<file path="src/rtl/seq_alu.sv">
// seq_alu: registered ALU with flags, one op per start, done pulse.
// Define SEQ_ALU_MUL_EN to build the iterative shift-add MUL path.
module seq_alu #(
  parameter int WIDTH = 32,
  parameter int SHW   = $clog2(WIDTH)
) (
  input  logic             clk,
  input  logic             rst_n,
  input  logic             start,
  input  logic [3:0]       opcode,
  input  logic [WIDTH-1:0] a,
  input  logic [WIDTH-1:0] b,
  output logic             busy,
  output logic             done,
  output logic [WIDTH-1:0] result,
  output logic             zero_flag,
  output logic             carry_flag,
  output logic             sign_flag,
  output logic             overflow_flag,
  output logic             illegal
);

  typedef enum logic [1:0] {IDLE, MUL, DONE} state_t;

  localparam logic [WIDTH-1:0] MIN_NEG = {1'b1, {(WIDTH-1){1'b0}}};

  state_t state_q, state_d;
  logic   accept, is_mul, last;

  logic [WIDTH-1:0] res_c;
  logic             c_c, v_c, ill_c;
  logic [SHW-1:0]   sh;
  logic [WIDTH:0]   sum, sl, sr;
  logic signed [WIDTH:0] sa;

`ifdef SEQ_ALU_MUL_EN
  logic [2*WIDTH-1:0] acc_q, acc_d, mcand_q;
  logic [WIDTH-1:0]   mplier_q;
  logic [SHW:0]       cnt_q;

  assign is_mul = opcode == 4'b1010;
  assign last   = cnt_q == (SHW+1)'(1);
  assign acc_d  = mplier_q[0] ? acc_q + mcand_q : acc_q;
  assign busy   = state_q == MUL;

  always_ff @(posedge clk or negedge rst_n) begin
    if (!rst_n) begin
      acc_q    <= '0;
      mcand_q  <= '0;
      mplier_q <= '0;
      cnt_q    <= '0;
    end else if (accept && is_mul) begin
      acc_q    <= '0;
      mcand_q  <= {{WIDTH{1'b0}}, a};
      mplier_q <= b;
      cnt_q    <= (SHW+1)'(WIDTH);
    end else if (state_q == MUL) begin
      acc_q    <= acc_d;
      mcand_q  <= mcand_q << 1;
      mplier_q <= mplier_q >> 1;
      cnt_q    <= cnt_q - 1'b1;
    end
  end
`else
  assign is_mul = 1'b0;
  assign last   = 1'b0;
  assign busy   = 1'b0;
`endif

  assign done = state_q == DONE;

  // Shifts carry one extra bit so the last bit shifted out lands at a fixed index.
  always_comb begin
    sh    = b[SHW-1:0];
    sum   = {1'b0, a} + {1'b0, b};
    sl    = {1'b0, a} << sh;
    sr    = {a, 1'b0} >> sh;
    sa    = $signed({a, 1'b0}) >>> sh;
    res_c = '0;
    c_c   = 1'b0;
    v_c   = 1'b0;
    ill_c = 1'b0;
    unique case (opcode)
      4'b0000: begin
        res_c = sum[WIDTH-1:0];
        c_c   = sum[WIDTH];
        v_c   = (a[WIDTH-1] == b[WIDTH-1]) &&
                (sum[WIDTH-1] != a[WIDTH-1]);
      end
      4'b0001: begin
        res_c = a - b;
        c_c   = a < b;
        v_c   = (a[WIDTH-1] != b[WIDTH-1]) &&
                (res_c[WIDTH-1] != a[WIDTH-1]);
      end
      4'b0010: res_c = a & b;
      4'b0011: res_c = a | b;
      4'b0100: res_c = a ^ b;
      4'b0101: res_c = ~a;
      4'b0110: begin
        res_c = sl[WIDTH-1:0];
        c_c   = sl[WIDTH];
      end
      4'b0111: begin
        res_c = sr[WIDTH:1];
        c_c   = sr[0];
      end
      4'b1000: begin
        res_c = sa[WIDTH:1];
        c_c   = sa[0];
      end
      4'b1001: begin
        res_c = '0 - b;
        c_c   = |b;
        v_c   = b == MIN_NEG;
      end
      default: ill_c = 1'b1;
    endcase
  end

  always_ff @(posedge clk or negedge rst_n) begin
    if (!rst_n) state_q <= IDLE;
    else        state_q <= state_d;
  end

  always_comb begin
    state_d = state_q;
    accept  = 1'b0;
    unique case (state_q)
      MUL: if (last) state_d = DONE;
      default: begin
        accept  = start;
        if (start) state_d = is_mul ? MUL : DONE;
        else       state_d = IDLE;
      end
    endcase
  end

  always_ff @(posedge clk or negedge rst_n) begin
    if (!rst_n) begin
      result        <= '0;
      zero_flag     <= 1'b0;
      carry_flag    <= 1'b0;
      sign_flag     <= 1'b0;
      overflow_flag <= 1'b0;
      illegal       <= 1'b0;
    end else if (accept && !is_mul) begin
      result        <= res_c;
      zero_flag     <= res_c == '0;
      carry_flag    <= c_c;
      sign_flag     <= res_c[WIDTH-1];
      overflow_flag <= v_c;
      illegal       <= ill_c;
    end
`ifdef SEQ_ALU_MUL_EN
    else if (state_q == MUL && last) begin
      result        <= acc_d[WIDTH-1:0];
      zero_flag     <= acc_d[WIDTH-1:0] == '0;
      carry_flag    <= |acc_d[2*WIDTH-1:WIDTH];
      sign_flag     <= acc_d[WIDTH-1];
      overflow_flag <= |acc_d[2*WIDTH-1:WIDTH];
      illegal       <= 1'b0;
    end
`endif
  end

endmodule

</file>
<file path="config.mk">
export PLATFORM = sky130hd
export DESIGN_NAME = seq_alu
export DESIGN_NICKNAME = d
export VERILOG_FILES = /design/src/rtl/seq_alu.sv
export SDC_FILE = /design/constraint.sdc
export NUM_CORES = 1
export LEC_CHECK = 0
export CORE_MARGIN = 10
export CORE_UTILIZATION = 25
export CTS_CLUSTER_DIAMETER = 40
export CTS_CLUSTER_SIZE = 25
export DETAILED_ROUTE_END_ITERATION = 12
export HOLD_SLACK_MARGIN = 0.15
export PLACE_DENSITY = 0.41
export SLEW_MARGIN = 20
export SYNTH_ARGS = -nofsm -noshare
export SYNTH_HDL_FRONTEND = slang
export SYNTH_SLANG_ARGS = --single-unit
</file>
<file path="constraint.sdc">
create_clock -name clk -period 1 [get_ports clk]
set_clock_uncertainty 0.1 [all_clocks]
set_input_delay 0.1 -clock clk [delete_from_list [all_inputs] [get_ports clk]]
set_output_delay 0.1 -clock clk [all_outputs]
set_load 0.01 [all_outputs]
</file>
==> flow_metrics.env <==
export IMPL_status="finished, violations left"
export IMPL_failed_checks="negative setup slack"
export IMPL_syn2layout_area_growth_pct=89.5
export IMPL_final_hold_viol_count=0
export IMPL_drc=0
export IMPL_dr_pass1_iters=5
export IMPL_peakVddDrop_v=0.000637
export IMPL_core_um2=47600
export IMPL_p_total_w=0.0176
export IMPL_required_ns=1.08
export IMPL_synthCells=1655
export IMPL_numCtsBuffers=5
export IMPL_multiInputGateArea_um2=12400
export IMPL_nets=2655
export IMPL_gp_congestion=1.04
export IMPL_vias=17598
export IMPL_antenna_cells=0
export IMPL_rsz0062_at_grt="true"
export IMPL_grt_usage=0.283
export IMPL_hold_class="in -> async"
export IMPL_ys_warn_count=0
export IMPL_layout_drive_gt1_share=0.557
export IMPL_cts_tree="done"
export IMPL_wl_um=83600
export IMPL_grt_pass1_vias=17337
export IMPL_finalSetupViolCount=60
export IMPL_fillers=4703
export IMPL_reg2reg_to="result[30]$_DFFE_PN0P_"
export IMPL_max_slew_margin=0.411
export IMPL_clockRootBuffer="clkbuf_16"
export IMPL_worstMarginPinSlew_ns=0.880
export IMPL_fp_dieH_um=239
export IMPL_fmax_mhz=256
export IMPL_grt_max_degree=62
export IMPL_drtAntennaViolNets=0
export IMPL_fin_ws_ns=-2.91
export IMPL_fin_crit_ns=3.91
export IMPL_p_per_area_nw_per_um2=774
export IMPL_clkSlewWorstSetupHoldPaths_ns=0.06
export IMPL_start_kind="input port"
export IMPL_end_kind="flop"
export IMPL_layout_common_cells="buf_4 (723), nand2_1 (145), nor2_1 (139)"
export IMPL_insertion_delay_ns=0.28
export IMPL_yosysUniqueCellTypes=96
export IMPL_dieArea_um2=57200
export IMPL_synth_edf_count=0
export IMPL_criticalPathCategory="in -> reg"
export IMPL_cp_arrival_ns=3.99
export IMPL_overflow=0
export IMPL_drv_cap=0
export IMPL_crit_path_max_fanout=4
export IMPL_async_flop_share=1.00
export IMPL_maxSlewViolCount=0
export IMPL_r2r_start="result[30]$_DFFE_PN0P_"
export IMPL_min_period_over_period=3.91
export IMPL_start_util=0.252
export IMPL_max_clock_path_buffers=2
export IMPL_hpwl_um=67500
export IMPL_synth_ff_type="dfrtp_1"
export IMPL_avgSynthCellArea_um2=7.26
export IMPL_ff_latch_area_um2=926
export IMPL_fp_dieW_um=239
export IMPL_worstSetupEndpoint="zero_flag$_DFFE_PN0P_"
export IMPL_port_buffers=108
export IMPL_fin_util=0.478
export IMPL_hold_buffers=1
export IMPL_synth_nets=1834
export IMPL_via_per_inst=5.69
export IMPL_critPathLaunch="b[1]"
export IMPL_synth_area_um2=12000
export IMPL_p_leak_nw=10.0
export IMPL_io_pins=110
export IMPL_preCtsSetupSlack_ns=-3.85
export IMPL_wl_per_cell_um=27.0
export IMPL_cts_sinks=37
export IMPL_first_iter_violations=1858
export IMPL_antenna_found_initial=0
export IMPL_layout_commonest_cell="buf_4"
export IMPL_rows=80
export IMPL_grt_pass1_wl_um=120000
export IMPL_r2r_cells=2
export IMPL_synth_seq_cells=37
export IMPL_ctsHtreeMaxLevel=2
export IMPL_ff2ff_setup_slack_ns=-0.03
export IMPL_yosysSeqAreaShare=0.0771
## worst min path at each step
stage,start,slack [ns],to,cells after the start
after global placement,rst_n,-0.13,state_q[1]$_DFF_PN0_,1
after detailed placement,rst_n,-0.12,state_q[1]$_DFF_PN0_,1
final,rst_n,0.12,state_q[1]$_DFF_PN0_,2
after floorplan,rst_n,-0.30,carry_flag$_DFFE_PN0P_,0
after CTS,rst_n,0.10,state_q[1]$_DFF_PN0_,2
after global routing,rst_n,0.14,state_q[1]$_DFF_PN0_,2
## critical path, cell delays in order
cell	delay, ns
buf_12	0.09
clkinv_8	0.05
ha_4	0.24
o21ba_4	0.20
or4_4	0.59
buf_6	0.15
nand2_4	0.07
nor3_2	0.05
a41o_1	0.21
or4b_4	0.54
or4_4	0.50
nor3_2	0.17
buf_4	0.16
nand4_1	0.07
or4_4	0.58
o41ai_2	0.22
## synthesized netlist by cell type, types with 10 or more instances
| library cell | count | area, µm² |
|---|---|---|
| a21oi_1 | 130 | 651 |
| xnor2_1 | 39 | 342 |
| buf_2 | 23 | 115 |
| nor4_1 | 19 | 119 |
| buf_4 | 10 | 75.1 |
| clkbuf_1 | 87 | 327 |
| nand4_1 | 13 | 81.3 |
| and3_1 | 13 | 81.3 |
| a211oi_1 | 27 | 203 |
| inv_1 | 93 | 349 |
| nor2_1 | 159 | 597 |
| a31oi_1 | 32 | 200 |
| or3_1 | 11 | 68.8 |
| nand3_1 | 33 | 165 |
| a2111oi_0 | 11 | 96.3 |
| o21ai_0 | 99 | 495 |
| ha_1 | 106 | 1330 |
| o31ai_1 | 12 | 90.1 |
| a221oi_1 | 18 | 158 |
| mux4_2 | 39 | 878 |
| nand2_1 | 157 | 589 |
| a21o_1 | 17 | 128 |
| nand2b_1 | 14 | 87.6 |
| o211ai_1 | 27 | 203 |
| nor3_1 | 43 | 215 |
| mux2i_1 | 47 | 470 |
| buf_1 | 12 | 45.0 |
| dfrtp_1 | 37 | 926 |
| a221o_1 | 11 | 110 |
| o22ai_1 | 22 | 138 |
| nor2b_1 | 18 | 113 |
| mux2_2 | 42 | 473 |
| a22oi_1 | 10 | 75.1 |
| o221ai_1 | 16 | 140 |
## through the flow
step	cells	hold slack (ns)	instance area, µm²	TNS, ns
CTS	3088	0.104	22100	-67.50
finish	3092	0.121	22800	-65.63
detailed placement	2961	-0.125	19100	-99.14
global route	3092	0.140	22800	-68.81
global placement	2961	-0.128	19100	-98.75
floorplan	1655	-0.296	12500	-62.70
## final cells by class
type / instances / share of cell area
clock buffers: 5 / 0.00550
clock inverters: 3 / 0.00286
inverters: 98 / 0.0186
multi-input cells: 1381 / 0.544
flip-flops and latches: 37 / 0.0407
well taps: 615 / 0.0338
repair buffers: 953 / 0.354
## registers in the layout, summed over array words and instances, names as in the netlist
signal and cells:
illegal 1, state_q 1, carry_flag 1, result 32
zero_flag 1, overflow_flag 1
## power by group
part | switching [W] | total (W) | leakage (nW) | internal (W)
Combinational | 0.00693 | 0.0137 | 9.48 | 0.00672
Clock | 0.000647 | 0.00207 | 0.0938 | 0.00142
Sequential | 0.000153 | 0.00188 | 0.440 | 0.00173
## timing repair
action | in CTS | in global routing
setup buffers | 124 | 33
endpoints found under the hold margin | 37 | 8
pin swaps | 117 | 88
setup endpoints to repair | 74 | 73
resized for setup | 734 | 177
cloned | 5 | 0
## kinds of logic after synthesis
family	synth area share
AO/OA/AOI/OAI	0.314
multiplexers	0.159
buffers and inverters	0.0840
other	0.000312
XOR/XNOR	0.0306
AND/OR/NAND/NOR	0.221
adder cells (fa/ha/maj)	0.114
flip-flops	0.0771
## layer usage
metal | GRT usage | vias up | routed length (µm)
li1 | - | 7895 | -
met1 | 0.384 | 8773 | 36800
met2 | 0.439 | 782 | 37000
met3 | 0.0431 | 148 | 6140
met4 | 0.112 | 0 | 3720
met5 | 0 | - | 0
(Power assumes the default switching activity.)
